$ cat config.mk
export PLATFORM = sky130hd
export DESIGN_NAME = pack_rd_flat
export DESIGN_NICKNAME = d
export VERILOG_FILES = /design/src/rtl/pack_rd_pkg.sv /design/src/rtl/pack_rd_if.sv /design/src/rtl/pack_rd_lat.sv /design/src/rtl/pack_rd.sv /design/src/flat_wrapper.sv
export SDC_FILE = /design/constraint.sdc
export NUM_CORES = 1
export LEC_CHECK = 0
export CAP_MARGIN = 5
export CORE_ASPECT_RATIO = 1.25
export CORE_MARGIN = 2
export CORE_UTILIZATION = 53
export CTS_CLUSTER_DIAMETER = 50
export DETAILED_ROUTE_END_ITERATION = 8
export GPL_ROUTABILITY_DRIVEN = 0
export GPL_TIMING_DRIVEN = 0
export HOLD_SLACK_MARGIN = 0.12
export PLACE_DENSITY = 0.8
export SYNTH_ARGS = -nofsm -noshare
export SYNTH_HDL_FRONTEND = slang
export SYNTH_SLANG_ARGS = --single-unit
$ cat constraint.sdc
create_clock -name clk_sys -period 3.13 [get_ports clk_sys]
set_input_delay 0.939 -clock clk_sys [delete_from_list [all_inputs] [get_ports clk_sys]]
set_output_delay 0.939 -clock clk_sys [all_outputs]
set_load 0.005 [all_outputs]
$ cat src/rtl/pack_rd_pkg.sv
// rtl/pack_rd_pkg.sv - shared constants, state encoding and helpers for the pack reader
package pack_rd_pkg;

    localparam int          RD_LAT    = 2;
    localparam logic [15:0] SYNC_WORD = 16'hEB90;
    localparam logic [10:0] MAX_CNT   = 11'd2000;
    localparam int          HALF_SIZE = 2048;
    localparam int          IDX_W     = $clog2(HALF_SIZE);

    // Order in which the five sample fields leave the block
    localparam logic [2:0] W_UTC = 3'd0;
    localparam logic [2:0] W_NS  = 3'd1;
    localparam logic [2:0] W_X   = 3'd2;
    localparam logic [2:0] W_Y   = 3'd3;
    localparam logic [2:0] W_Z   = 3'd4;

    typedef enum logic [2:0] {
        ST_IDLE,
        ST_HDR,
        ST_RADDR,
        ST_EMIT,
        ST_CSUM
    } state_t;

    // A half holds at most 2048 entries but only MAX_CNT samples are framed
    function automatic logic [IDX_W-1:0] clamp_cnt(input logic [IDX_W-1:0] raw);
        return (raw > MAX_CNT) ? MAX_CNT : raw;
    endfunction

endpackage

$ cat src/rtl/pack_rd_if.sv
// rtl/pack_rd_if.sv - framed packet stream toward the uplink transmitter
interface pack_rd_if;

    logic [31:0] pk_data;
    logic        pk_vld;
    logic        pk_rdy;
    logic        pk_sop;
    logic        pk_eop;

    modport master (
        output pk_data,
        output pk_vld,
        output pk_sop,
        output pk_eop,
        input  pk_rdy
    );

    modport slave (
        input  pk_data,
        input  pk_vld,
        input  pk_sop,
        input  pk_eop,
        output pk_rdy
    );

endinterface

$ cat src/rtl/pack_rd_lat.sv
// rtl/pack_rd_lat.sv - delay line that marks when RAM read data is valid
module pack_rd_lat #(
    parameter int DEPTH = 2
) (
    input  logic clk_sys,
    input  logic rst_n,
    input  logic go,
    output logic strobe
);

    logic [DEPTH-1:0] sr;

    // Walk the launch pulse through DEPTH stages so it lands on valid q_* data
    always_ff @(posedge clk_sys or negedge rst_n) begin
        if (!rst_n) begin
            sr <= '0;
        end else begin
            sr <= (sr << 1) | DEPTH'(go);
        end
    end

    assign strobe = sr[DEPTH-1];

endmodule

$ cat src/rtl/pack_rd.sv
// rtl/pack_rd.sv - reads a completed ping-pong half and frames it as one packet
module pack_rd
    import pack_rd_pkg::*;
(
    input  logic          clk_sys,
    input  logic          rst_n,
    input  logic          syn_vld,
    input  logic [11:0]   buf_waddr,
    output logic [11:0]   buf_raddr,
    input  logic [31:0]   q_x,
    input  logic [31:0]   q_y,
    input  logic [31:0]   q_z,
    input  logic [31:0]   q_utc,
    input  logic [31:0]   q_ns,
    pack_rd_if.master     pk,
    output logic          busy,
    output logic          err_ovr,
    input  logic          ovr_clr
);

    state_t           state;
    logic             half;
    logic [IDX_W-1:0] cnt;
    logic [IDX_W-1:0] idx;
    logic [IDX_W-1:0] start_cnt;
    logic [2:0]       w;
    logic [31:0]      checksum;
    logic [31:0]      h_ns;
    logic [31:0]      h_x;
    logic [31:0]      h_y;
    logic [31:0]      h_z;
    logic [31:0]      next_word;
    logic             lat_go;
    logic             cap;
    logic             xfer;

    assign start_cnt = clamp_cnt(buf_waddr[IDX_W-1:0]);
    assign xfer      = pk.pk_vld & pk.pk_rdy;

    // lat_go is high in the first cycle the new address is on buf_raddr
    pack_rd_lat #(
        .DEPTH (RD_LAT)
    ) u_lat (
        .clk_sys (clk_sys),
        .rst_n   (rst_n),
        .go      (lat_go),
        .strobe  (cap)
    );

    // Word that follows the current one within a sample (UTC is sent straight from q_utc)
    always_comb begin
        next_word = h_ns;
        case (w)
            W_NS:    next_word = h_x;
            W_X:     next_word = h_y;
            W_Y:     next_word = h_z;
            default: next_word = h_ns;
        endcase
    end

    // Packet sequencer: header, per-sample read and five words, then checksum
    always_ff @(posedge clk_sys or negedge rst_n) begin
        if (!rst_n) begin
            state      <= ST_IDLE;
            half       <= 1'b0;
            cnt        <= '0;
            idx        <= '0;
            w          <= W_UTC;
            checksum   <= '0;
            h_ns       <= '0;
            h_x        <= '0;
            h_y        <= '0;
            h_z        <= '0;
            lat_go     <= 1'b0;
            buf_raddr  <= '0;
            pk.pk_data <= '0;
            pk.pk_vld  <= 1'b0;
            pk.pk_sop  <= 1'b0;
            pk.pk_eop  <= 1'b0;
            busy       <= 1'b0;
            err_ovr    <= 1'b0;
        end else begin
            lat_go <= 1'b0;

            // A second boundary while a packet is still going is dropped and flagged
            if (ovr_clr) begin
                err_ovr <= 1'b0;
            end else if (syn_vld && busy) begin
                err_ovr <= 1'b1;
            end

            case (state)
                ST_IDLE: begin
                    if (syn_vld) begin
                        half       <= buf_waddr[11];
                        cnt        <= start_cnt;
                        idx        <= '0;
                        busy       <= 1'b1;
                        pk.pk_vld  <= 1'b1;
                        pk.pk_sop  <= 1'b1;
                        pk.pk_data <= {SYNC_WORD, 5'b0, start_cnt};
                        state      <= ST_HDR;
                    end
                end

                ST_HDR: begin
                    if (xfer) begin
                        checksum  <= '0;
                        pk.pk_sop <= 1'b0;
                        if (cnt == '0) begin
                            pk.pk_eop  <= 1'b1;
                            pk.pk_data <= '0;
                            state      <= ST_CSUM;
                        end else begin
                            pk.pk_vld <= 1'b0;
                            buf_raddr <= {half, idx};
                            lat_go    <= 1'b1;
                            state     <= ST_RADDR;
                        end
                    end
                end

                ST_RADDR: begin
                    if (cap) begin
                        h_ns       <= q_ns;
                        h_x        <= q_x;
                        h_y        <= q_y;
                        h_z        <= q_z;
                        w          <= W_UTC;
                        pk.pk_data <= q_utc;
                        pk.pk_vld  <= 1'b1;
                        state      <= ST_EMIT;
                    end
                end

                ST_EMIT: begin
                    if (xfer) begin
                        checksum <= checksum + pk.pk_data;
                        if (w == W_Z) begin
                            if (idx == cnt - 1'b1) begin
                                pk.pk_eop  <= 1'b1;
                                pk.pk_data <= checksum + pk.pk_data;
                                state      <= ST_CSUM;
                            end else begin
                                idx       <= idx + 1'b1;
                                buf_raddr <= {half, idx + 1'b1};
                                lat_go    <= 1'b1;
                                pk.pk_vld <= 1'b0;
                                state     <= ST_RADDR;
                            end
                        end else begin
                            w          <= w + 3'd1;
                            pk.pk_data <= next_word;
                        end
                    end
                end

                ST_CSUM: begin
                    if (xfer) begin
                        pk.pk_vld <= 1'b0;
                        pk.pk_eop <= 1'b0;
                        busy      <= 1'b0;
                        state     <= ST_IDLE;
                    end
                end

                default: state <= ST_IDLE;
            endcase
        end
    end

endmodule
$ cat src/flat_wrapper.sv
// flat-port wrapper written by rule: the top's interface ports become plain ports
module pack_rd_flat import pack_rd_pkg::*;
  (clk_sys, rst_n, syn_vld, buf_waddr, buf_raddr, q_x, q_y, q_z, q_utc, q_ns, busy, err_ovr, ovr_clr, pk_pk_data, pk_pk_vld, pk_pk_sop, pk_pk_eop, pk_pk_rdy);
  pack_rd_if pk_i ();
  input  logic clk_sys;
  input  logic rst_n;
  input  logic syn_vld;
  input  logic [11:0] buf_waddr;
  output logic [11:0] buf_raddr;
  input  logic [31:0] q_x;
  input  logic [31:0] q_y;
  input  logic [31:0] q_z;
  input  logic [31:0] q_utc;
  input  logic [31:0] q_ns;
  output logic busy;
  output logic err_ovr;
  input  logic ovr_clr;
  output wire logic [$bits(pk_i.pk_data)-1:0] pk_pk_data;
  output wire logic [$bits(pk_i.pk_vld)-1:0] pk_pk_vld;
  output wire logic [$bits(pk_i.pk_sop)-1:0] pk_pk_sop;
  output wire logic [$bits(pk_i.pk_eop)-1:0] pk_pk_eop;
  input wire logic [$bits(pk_i.pk_rdy)-1:0] pk_pk_rdy;
  assign pk_pk_data = pk_i.pk_data;
  assign pk_pk_vld = pk_i.pk_vld;
  assign pk_pk_sop = pk_i.pk_sop;
  assign pk_pk_eop = pk_i.pk_eop;
  assign pk_i.pk_rdy = pk_pk_rdy;
  pack_rd u_core (.clk_sys(clk_sys), .rst_n(rst_n), .syn_vld(syn_vld), .buf_waddr(buf_waddr), .buf_raddr(buf_raddr), .q_x(q_x), .q_y(q_y), .q_z(q_z), .q_utc(q_utc), .q_ns(q_ns), .pk(pk_i), .busy(busy), .err_ovr(err_ovr), .ovr_clr(ovr_clr));
endmodule
# == Word-level counts from Yosys, hierarchy flattened ==
# Cells that the tools add are included.
# word_totals
regBits,241
input_bits,177
output_inout_bits,49
wordCells,133
# op_classes
add_sub_neg,4
magnitude_cmp,1
n_eq_ne,21
n_mux,62
n_bitwise,2
reduce_logical,24
# op_table
cell,n
32-bit 2-to-1 mux,9
32-bit case mux with 4 select lines,1
32-bit case mux with 3 select lines,1
32-bit case mux with 2 select lines,1
12-bit 2-to-1 mux,5
11-bit 2-to-1 mux,5
3-bit 2-to-1 mux,11
32-bit adder,1
12-bit case mux with 2 select lines,1
11-bit case mux with 2 select lines,1
1-bit 2-to-1 mux,20
3-bit case mux with 5 select lines,1
7-bit AND reduction,2
"3-bit by 2-bit == test with 1-bit output, second input constant",4
"2-bit by 1-bit inequality test with 1-bit output, second input constant",6
6-bit AND reduction,2
2-bit nonzero test,6
"11-bit by 1-bit adder with 11-bit output, second input constant",1
11-bit == test,1
"11-bit greater-than comparator, second input constant",1
11-bit zero test,1
"11-bit by 1-bit subtractor with 11-bit output, second input constant",1
"2-bit inequality test, second input constant",5
3-bit AND reduction,3
other kinds (19),24

# == Logic depth before layout (Yosys ltp) ==
# Gate-level depths: netlist of the first run.
# depth
ltp_word,6
ltp_mapped,12
depth_no_buf,11

# == Hierarchy ==
# From an unflattened synthesis of the first run, not the netlist that was laid out.
# hier_totals
cells_unflattened,1168
area_unflattened_um2,12507.0
# modules_own_cells
module,instances,cells_each,area_per_inst_um2,seq_area_each_um2
pack_rd,1,1166,12456.9,5980.7
pack_rd_lat,1,2,50.0,50.0

# == Worst setup path before layout of the first run ==
# OpenSTA, ideal clock, no wires.
# synth_path
kind,reg2reg
from,register u_core.pk.pk_data[0]
to,register u_core.pk.pk_data[28]
setup_ps,132
t_arrival_ps,2633
required_ps,2998
setup_slack_ps,365
path_stages_with_launch,12
path_buffers,0
synth_period_minus_slack_ps,2765
cell_sequence,dfrtp_1 -> ha_1 -> inv_1 -> fa_1 -> nor2b_1 -> o2111ai_1 -> a211oi_1 -> o31ai_1 -> a31o_2 -> o21ai_0 -> mux2i_1 -> o211ai_1
# synth_via
elab_chain_len,5
# synth_rtl
item,line_no,source
start: declaration,pack_rd_if.sv:11,"output pk_data,"
start signal: assignment,pack_rd.sv:101,"pk.pk_data <= {SYNC_WORD, 5'b0, start_cnt};"
start signal: assignment,pack_rd.sv:130,pk.pk_data <= q_utc;
start signal: assignment,pack_rd.sv:142,pk.pk_data <= checksum + pk.pk_data;
32-bit adder,pack_rd.sv:142,
32-bit 2-to-1 mux,pack_rd.sv:140,if (idx == cnt - 1'b1) begin
32-bit 2-to-1 mux,pack_rd.sv:139,if (w == W_Z) begin
32-bit 2-to-1 mux,pack_rd.sv:137,if (xfer) begin
32-bit case mux with 4 select lines,pack_rd.sv:92,case (state)
# Every way passes these cells. The select of a mux whose other input is x is not followed.
# A chain may end at the register's enable or synchronous reset.

# == Worst setup path in the final report of the first run ==
# layout_path
from,register u_core.cnt[0]
to,register u_core.buf_raddr[8]
# layout_via
elab_chain_len,4
word_cells_on_any_way,6
cone_classes,add/sub: 1; eq/ne: 3; reduce/logical: 2
# layout_rtl
item,line_no,source
start: declaration,pack_rd.sv:23,logic [IDX_W-1:0] cnt;
start signal: assignment,pack_rd.sv:96,cnt <= start_cnt;
11-bit by 1-bit subtractor with 11-bit output,pack_rd.sv:140,
11-bit == test,pack_rd.sv:140,
2-bit inequality test (no line),-,
6-bit AND reduction (no line) (*),-,
end signal: assignment,pack_rd.sv:116,"buf_raddr <= {half, idx};"
end signal: assignment,pack_rd.sv:146,"buf_raddr <= {half, idx + 1'b1};"
end: declaration,pack_rd.sv:9,"output logic [11:0] buf_raddr,"
# Every way passes the cells marked *; elsewhere a longest branch is shown, timed or not.

==> results.toml, run 1 <==
[clocking]
cts.htree.levels = 1
clk_pin_slew_ns = 0.06
cts_tree = "done"
cts_sinks = 241
clockBufferDepth = 3
cts_root_buf = "clkbuf_16"
numCtsBuffers = 26
insertion_delay_ns = 0.53
holdBufCountCts = 0

[place]
place_area_um2 = 15380
placed_cells = 1974
dpl.hpwl_um = 30200
portBuffers = 225
preCtsSetupSlack_ns = -0.6590

[sta]
setup_viol = 0
finalWorstSetupSlack_ns = 0.1029
worst_slew_pin_slew_ns = 0.8595
max_freq_ghz = 0.3304
drv_slew = 0
hold_viol = 0
skew_ns = 0.01338
min_period_ns = 3.027
fin_setup_tns_ns = 0
relSlewSlack_pct = 42.49
finalCritPeriodShare_pct = 96.71
rsz0062_at_grt = "false"

[yosys]
yosys_most_used_dff = "dfrtp_1"
ys_seq_area_share_pct = 47.49
syn-cell-area_um2 = 12700
yosysWarningCount = 0
synth_cell_types = 73
ys_seq_elements = 241
synth_edf_count = 0
syn_area_per_cell_um2 = 8.728
ys_async_sr_fraction_pct = 100.0
syn_inst = 1455
syn-num-nets = 1672

[worst_setup_path]
worst_ep_required_time_ns = 3.53
critPathSlowestCell = "or4_4"
crit_type = "flop to flop"
path_buf_inv = 1
cp-start-kind = "flop"
endpoint_kind = "flop"
slowest_delay_ns = 0.59
cp_data_arrival_time_ns = 3.43
path_cells = "or4_4 -> or3_1 -> a21o_1 -> a31o_1 -> a31oi_4 -> a21oi_2 -> nor2_4 -> buf_6 -> mux2_1"
path_max_fanout = 10
path_delay_family = "simple AND/OR/NAND/NOR gates"

[floorplanning]
die-area_um2 = 25220
initial_core_util_pct = 53.70
core_area_um2 = 23650
num_rows = 63
chipWidth_um = 142.5
io_pins = 226
fp.dieH_um = 177.1

[power]
max-vdd-ir-drop_mv = 0.5797
leakage_nw = 7.413
p_per_area_nw_per_um2 = 1088

[global_route]
antenna_found_initial = 3
grt_use_total_pct = 32.40
grt-ovfl-total = 0
grt_pass1_wl_um = 64230
grt_max_degree = 101
grt_pass1_vias = 12400

[layout]
fill_cells = 1894
syn_to_final_growth_pct = 28.84
num-nets-final = 1927
drive_gt1_share_pct = 5.150
utilization_pct = 69.19
layout.cells.most_common = "nand2_1"
fin_area_um2 = 16360
stdcell_count = 2022
mostFrequentLayoutCells = "nand2_1, dfrtp_1, clkdlybuf4s50_1, a21oi_1, clkbuf_1"

[route]
first_pass_iters = 8
routed_wl_um = 40680
vias = 12320
routedWlPerCell_um = 20.12
drt_drc_violations_left = 0
antenna_left = 0
post_drt_via_cell_ratio = 6.092
drt_iter0_markers = 1224

[job]
maxCapViolCount = 0

[outcome]
outcome = "finished clean"

[worst_hold_path]
hold_path.class = "input pin to asynchronous set/reset pin"
[timing repair]
action                                 4_1_cts  5_1_grt
endpoints found under the hold margin        0        0
gates cloned                                 0        0
setup endpoints to repair                   36       48
pin swaps                                    0        3
setup buffers                                0        1
resized for setup                            6       16
[final timing paths]
check	startpoint	to	slack, ns	depth (start not counted)
max	u_core.cnt[0]$_DFFE_PN0P_	u_core.buf_raddr[8]$_DFFE_PN0P_	0.10	9
max reg2reg	u_core.cnt[0]$_DFFE_PN0P_	u_core.buf_raddr[8]$_DFFE_PN0P_	0.10	9
min reg2reg	u_core.lat_go$_DFF_PN0_	u_core.u_lat.sr[0]$_DFF_PN0_	0.35	0
min in group clk_sys	u_core.lat_go$_DFF_PN0_	u_core.u_lat.sr[0]$_DFF_PN0_	0.35	0
min	rst_n	u_core.h_x[18]$_DFFE_PN0P_	0.32	1
max in group asynchronous	rst_n	u_core.buf_raddr[10]$_DFFE_PN0P_	1.93	2
[cell families after synthesis]
kind of cell / count (synthesis) / synth area share (%)
AOI/OAI and AO/OA: 335 / 18.23
adders and majority gates: 40 / 4.000
and+or+nand+nor: 653 / 21.36
xor gates and xnor gates: 48 / 3.310
buffers and inverters: 115 / 3.576
muxes: 23 / 2.039
DFF: 241 / 47.49
[area by class of cell]
type / instances / area [um2] / area share (%)
antenna: 2 / 5.005 / 0.03059
buffer: 89 / 362.8 / 2.218
clock buffer: 37 / 763.2 / 4.665
clock inverter: 9 / 133.9 / 0.8182
inverter: 25 / 93.84 / 0.5735
multi-input combinational: 1099 / 6287 / 38.43
sequential: 241 / 6031 / 36.86
tap: 292 / 365.4 / 2.233
timing repair buffer: 228 / 2320 / 14.18
[registers in the layout, summed over array words and instances, names as in the netlist]
register           cells
u_core.err_ovr         1
u_core.idx            11
u_core.h_z            32
u_core.pk.pk_vld       1
u_core.state           3
u_core.h_y            32
u_core.half            1
u_core.w               3
u_core.checksum       32
u_core.h_x            32
u_core.u_lat.sr        2
u_core.busy            1
u_core.cnt            11
u_core.buf_raddr      12
u_core.h_ns           32
u_core.lat_go          1
u_core.pk.pk_sop       1
u_core.pk.pk_data     32
u_core.pk.pk_eop       1
[report_power, final]
group | switching, W | leakage, nW | internal [W]
logic | 0.00535 | 4.04 | 0.00362
registers | 0.00105 | 2.94 | 0.00455
clock network | 0.00129 | 0.438 | 0.00194
total | 0.00768 | 7.41 | 0.0101
[per-stage QoR]
step / hold WS [ns] / power, W
6_report: 0.3211 / 0.01780
5_1_grt: 0.3487 / 0.01897
4_1_cts: 0.3301 / 0.01754
3_5_place_dp: 0.3381 / 0.01419
3_3_place_gp: 0.3335 / 0.01389
2_1_floorplan: 0.3312 / 0.01128
[cell usage after synthesis, types with 7 or more instances]
| master | count | share of area (%) |
|---|---|---|
| nand2_1 | 495 | 15 |
| inv_1 | 24 | 0.71 |
| buf_1 | 9 | 0.27 |
| o21ai_1 | 21 | 0.83 |
| and2_1 | 8 | 0.39 |
| o21ai_0 | 51 | 2.0 |
| a21oi_1 | 81 | 3.2 |
| and3_1 | 7 | 0.34 |
| dfrtp_1 | 241 | 47 |
| ha_1 | 39 | 3.8 |
| nand3_1 | 29 | 1.1 |
| nand4_1 | 13 | 0.64 |
| a221oi_1 | 20 | 1.4 |
| a222oi_1 | 31 | 2.4 |
| xnor2_1 | 33 | 2.3 |
| xor2_1 | 15 | 1.0 |
| mux2_1 | 12 | 1.1 |
| nor3_1 | 18 | 0.71 |
| a31oi_1 | 18 | 0.89 |
| a22o_1 | 27 | 1.9 |
| o31ai_1 | 11 | 0.65 |
| a211oi_1 | 10 | 0.59 |
| nor2_1 | 48 | 1.4 |
| clkbuf_1 | 72 | 2.1 |
| mux2_2 | 7 | 0.62 |
| a21o_1 | 10 | 0.59 |
| nor2b_1 | 8 | 0.39 |
[layer usage]
metal / track usage (%) / share of wire (%) / vias to the layer above
li1: - / - / 5604
met2: 54.71 / 48 / 649
met4: 16.05 / 5.2 / 2
met5: 0 / 0.027 / -
met1: 40.43 / 39 / 5920
met3: 5.141 / 7.6 / 144
Power figures use the tool's default switching activity.
==> run 2: changes to the inputs <==
--- a/config.mk
+++ b/config.mk
@@ -14,7 +14,7 @@
 export GPL_ROUTABILITY_DRIVEN = 0
 export GPL_TIMING_DRIVEN = 0
 export HOLD_SLACK_MARGIN = 0.12
-export PLACE_DENSITY = 0.8
+export PLACE_DENSITY = 0.77
 export SYNTH_ARGS = -nofsm -noshare
 export SYNTH_HDL_FRONTEND = slang
 export SYNTH_SLANG_ARGS = --single-unit
==> results.toml, run 2 (synthesis results as in run 1) <==
[clocking]
cts_tree = "done"
cts_sinks = 241
cts_root_buf = "clkbuf_16"
cts.htree.levels = 1
insertion_delay_ns = 0.54
numCtsBuffers = 27
clk_pin_slew_ns = 0.06
clockBufferDepth = 3
holdBufCountCts = 0

[place]
portBuffers = 225
place_area_um2 = 15350
placed_cells = 1973
dpl.hpwl_um = 30320

[worst_setup_path]
path_cells = "or4_4 -> or3_1 -> a21o_1 -> a31o_1 -> a31oi_4 -> buf_6 -> nor2_4 -> buf_12 -> mux2_4 -> a31o_1"
critPathSlowestCell = "or4_4"
timing.rr.start = "u_core.cnt[0]$_DFFE_PN0P_"
cp-start-kind = "flop"
endpoint_kind = "flop"
cp_data_arrival_time_ns = 3.49
rr_worst_depth = 10
timing.critical_path.to = "u_core.pk.pk_data[29]$_DFFE_PN0P_"
crit_start = "u_core.cnt[0]$_DFFE_PN0P_"
r2r_end = "u_core.pk.pk_data[29]$_DFFE_PN0P_"
path_max_fanout = 5
reg2reg_slack_ns = 0.07
worst_ep_required_time_ns = 3.56
slowest_delay_ns = 0.59
crit_type = "flop to flop"
cpMostUsedCell = "a31o_1"

[floorplanning]
num_rows = 63
chipWidth_um = 142.5
initial_core_util_pct = 53.70
io_pins = 226
fp.dieH_um = 177.1
core_area_um2 = 23650
die-area_um2 = 25220

[sta]
rsz0062_at_grt = "false"
setup_viol = 0
finalCritPeriodShare_pct = 97.78
hold_viol = 0
min_period_ns = 3.061
max_freq_ghz = 0.3267
worst_slew_pin_slew_ns = 0.8986
skew_ns = 0.01338
drv_slew = 0
relSlewSlack_pct = 40.09
fin_setup_tns_ns = 0

[job]
maxCapViolCount = 0

[layout]
fin_area_um2 = 16440
utilization_pct = 69.53
num-nets-final = 1932
stdcell_count = 2028
syn_to_final_growth_pct = 29.47
drive_gt1_share_pct = 5.706
mostFrequentLayoutCells = "nand2_1, dfrtp_1, clkdlybuf4s50_1, a21oi_1, clkbuf_1"
layout.cells.most_common = "nand2_1"

[worst_hold_path]
hold_path.class = "flop to flop"

[global_route]
grt_pass1_vias = 12140
grt_pass1_wl_um = 64340
grt_use_total_pct = 32.45
antenna_found_initial = 2
grt-ovfl-total = 0
grt_max_degree = 125

[route]
routedWlPerCell_um = 20.12
post_drt_via_cell_ratio = 6.015
drt_iter0_markers = 1273
first_pass_iters = 9
routed_wl_um = 40800
vias = 12200
antenna_left = 0
drt_drc_violations_left = 0

[power]
max-vdd-ir-drop_mv = 0.5317
p_per_area_nw_per_um2 = 1098
leakage_nw = 7.458

[outcome]
outcome = "finished clean"
run 2: cell count changes in the layout (fill, tap and decap cells not counted), moves of 2 or more:
cell      previous run  this run
inv_6                2         0
dfrtp_2              0         2
clkinv_2             2         4
inv_8                0         2
buf_4                3         6
dfrtp_1            241       239
a211oi_2             1         3
run 2: area by class of cell:
| class | instances | area (um2) |
|---|---|---|
| fillers | 1917 | 7206 |
| multi-input cells | 1099 | 6292 |
| flip-flops and latches | 241 | 6033 |
| repair buffers | 232 | 2346 |
| clock buffers | 36 | 749.5 |
| well taps | 292 | 365.4 |
| plain buffers | 89 | 364.1 |
| clock inverters | 13 | 195.2 |
| inverters | 25 | 93.84 |
| diodes | 1 | 2.502 |
run 2: critical path, delay by kind of cell (launching register included):
family,cells,cell delay [ns]
buffers and inverters,2,0.31
and+or+nand+nor,3,1.02
muxes,1,0.28
AOI/OAI and AO/OA,4,0.90
DFF,1,0.43
run 2: stage by stage:
stage	worst slack [ns]	total power (W)	hold slack, ns
finish	0.06944	0.01806	0.3562
global placement	-9.103	0.01395	0.3333
floorplan	0.3652	0.01128	0.3312
global route	0.003502	0.01923	0.3638
detailed placement	-0.6840	0.01423	0.3397
CTS	0.006952	0.01771	0.3585
run 2: worst min-delay path by stage:
stage / from / to / slack [ns] / depth (start not counted)
after global routing: u_core.u_lat.sr[0]$_DFF_PN0_ / u_core.u_lat.sr[1]$_DFF_PN0_ / 0.36 / 0
after CTS: u_core.lat_go$_DFF_PN0_ / u_core.u_lat.sr[0]$_DFF_PN0_ / 0.36 / 0
after detailed placement: u_core.lat_go$_DFF_PN0_ / u_core.u_lat.sr[0]$_DFF_PN0_ / 0.34 / 0
final: u_core.lat_go$_DFF_PN0_ / u_core.u_lat.sr[0]$_DFF_PN0_ / 0.36 / 0
after floorplan: u_core.lat_go$_DFF_PN0_ / u_core.u_lat.sr[0]$_DFF_PN0_ / 0.33 / 0
after global placement: u_core.lat_go$_DFF_PN0_ / u_core.u_lat.sr[0]$_DFF_PN0_ / 0.33 / 0
run 2: where the power goes:
part           switching, W  leakage [nW]  internal, W
Sequential          0.00105          2.93      0.00456
Clock               0.00134         0.463      0.00203
Combinational       0.00538          4.06      0.00369
run 2: metal layers:
metal / global-route usage [%] / share of wire, % / up-vias
li1: - / - / 5621
met1: 41.51 / 39 / 5836
met2: 54.87 / 50 / 628
met3: 4.843 / 7.6 / 112
met4: 14.03 / 4.1 / 2
met5: 0 / 0.032 / -
run 2: what timing repair did:
action                     CTS  global route
pin swaps                    0             4
setup endpoints to repair   36            58
setup buffers                0             6
resized for setup            6            20
==> run 3: changes to the inputs <==
--- a/config.mk
+++ b/config.mk
@@ -8,13 +8,14 @@
 export CAP_MARGIN = 5
 export CORE_ASPECT_RATIO = 1.25
 export CORE_MARGIN = 2
-export CORE_UTILIZATION = 53
+export CORE_UTILIZATION = 59
 export CTS_CLUSTER_DIAMETER = 50
 export DETAILED_ROUTE_END_ITERATION = 8
+export DONT_BUFFER_PORTS = 1
 export GPL_ROUTABILITY_DRIVEN = 0
-export GPL_TIMING_DRIVEN = 0
+export GPL_TIMING_DRIVEN = 1
 export HOLD_SLACK_MARGIN = 0.12
-export PLACE_DENSITY = 0.77
+export PLACE_DENSITY = 0.72
 export SYNTH_ARGS = -nofsm -noshare
 export SYNTH_HDL_FRONTEND = slang
 export SYNTH_SLANG_ARGS = --single-unit
==> results.toml, run 3 (synthesis results as in run 1) <==
[sta]
finalCritPeriodShare_pct = 95.29
max_freq_ghz = 0.3353
setup_viol = 0
finalWorstSetupSlack_ns = 0.1474
min_period_ns = 2.983
relSlewSlack_pct = 41.43
skew_ns = 0.01077
drv_slew = 0
worst_slew_pin_slew_ns = 0.8746
rsz0062_at_grt = "false"
hold_viol = 0

[clocking]
clockBufferDepth = 3
cts_tree = "done"
cts_sinks = 241
clk_pin_slew_ns = 0.06
cts_root_buf = "clkbuf_16"
insertion_delay_ns = 0.54
cts_post_setup_buffers_inserted = 0
cts.htree.levels = 1
numCtsBuffers = 27

[route]
antenna_left = 0
first_pass_iters = 8
vias = 10680
post_drt_via_cell_ratio = 6.193
routedWlPerCell_um = 20.28
routed_wl_um = 34970
drt_iter0_markers = 968
drt_drc_violations_left = 0

[floorplanning]
core_area_um2 = 21320
fp.dieH_um = 168.0
chipWidth_um = 135.2
io_pins = 226
die-area_um2 = 22720
initial_core_util_pct = 59.57
num_rows = 60

[worst_setup_path]
cp_data_arrival_time_ns = 3.40
reg2reg_slack_ns = 0.15
r2r_end = "u_core.pk.pk_data[26]$_DFFE_PN0P_"
timing.critical_path.to = "u_core.pk.pk_data[26]$_DFFE_PN0P_"
crit_start = "u_core.pk.pk_data[0]$_DFFE_PN0P_"
crit_type = "flop to flop"
path_max_fanout = 3
rr_worst_depth = 11
cp-start-kind = "flop"
endpoint_kind = "flop"
timing.rr.start = "u_core.pk.pk_data[0]$_DFFE_PN0P_"
worst_ep_required_time_ns = 3.54

[global_route]
antenna_found_initial = 0
grt_pass1_vias = 10660
grt-ovfl-total = 0
grt_max_degree = 242
grt_pass1_wl_um = 55880
grt_use_total_pct = 30.67

[place]
portBuffers = 0
placed_cells = 1674
dpl.hpwl_um = 24470
preCtsSetupSlack_ns = -0.01646

[power]
max-vdd-ir-drop_mv = 0.6875
leakage_nw = 6.549
p_per_area_nw_per_um2 = 1207

[job]
maxCapViolCount = 0

[layout]
num-nets-final = 1641
stdcell_count = 1724
syn_to_final_growth_pct = 9.438
diodes = 0
drive_gt1_share_pct = 7.197
layout.cells.most_common = "nand2_1"
utilization_pct = 65.19
mostFrequentLayoutCells = "nand2_1, dfrtp_1, a21oi_1, o21ai_0, nor2_1"
fill_cells = 1820

[worst_hold_path]
hold_path.class = "input pin to asynchronous set/reset pin"

[outcome]
outcome = "finished clean"
-- run 3: stage by stage --
step	TNS [ns]	instance area (um2)	hold WS, ns	total power, W
after floorplan	0	12700	0.3312	0.01128
after global placement	0	12990	0.3320	0.01326
after detailed placement	-0.01646	12990	0.3504	0.01348
after CTS	0	13890	0.09275	0.01672
after global routing	0	13900	0.08079	0.01809
final	0	13900	0.09815	0.01678
-- run 3: routing by layer --
metal  global-route usage, %  share of wire (%)  vias to the layer above
met4                   9.737                3.3                        0
met3                   6.323                8.3                       73
met1                   42.34                 42                     5120
li1                        -                  -                     5038
met2                   48.89                 47                      445
met5                       0                  0                        -
-- run 3: report_power, final --
group	total [W]	internal [W]	switching, W
clock	0.00318	0.00186	0.00132
sequential	0.00565	0.00455	0.00110
combinational	0.00795	0.00315	0.00480
-- run 3: worst min path at each step --
stage / cells past startpoint / to / slack [ns]
2_1_floorplan: 0 / u_core.u_lat.sr[0]$_DFF_PN0_ / 0.33
3_3_place_gp: 0 / u_core.u_lat.sr[0]$_DFF_PN0_ / 0.33
3_5_place_dp: 0 / u_core.u_lat.sr[0]$_DFF_PN0_ / 0.35
4_1_cts: 0 / u_core.pk.pk_data[17]$_DFFE_PN0P_ / 0.09
5_1_grt: 0 / u_core.pk.pk_data[19]$_DFFE_PN0P_ / 0.08
6_report: 0 / u_core.checksum[17]$_DFFE_PN0P_ / 0.1
-- run 3: timing repair --
action                     CTS  global route
hold endpoints to repair   241           167
setup endpoints to repair    1            17
gates resized for setup      1             3
-- run 3: final cells by class --
type	count	area (um2)	share of cell area (%)
Timing Repair Buffer	30	275.3	1.981
Sequential cell	241	6031	43.39
Multi-Input combinational cell	1099	6259	45.03
Inverter	25	93.84	0.6752
Tap cell	279	349.1	2.512
Clock buffer	37	753.2	5.420
Clock inverter	13	137.6	0.9903
-- run 3: critical path: stages (launching register included) --
cell       delay (ns)
dfrtp_1          0.35
ha_1             0.19
inv_1            0.07
fa_1             0.44
nor2b_1          0.18
o2111ai_1        0.22
a211oi_2         0.38
o31ai_1          0.17
a211oi_1         0.31
o21a_1           0.18
o31ai_1          0.08
mux2_1           0.30
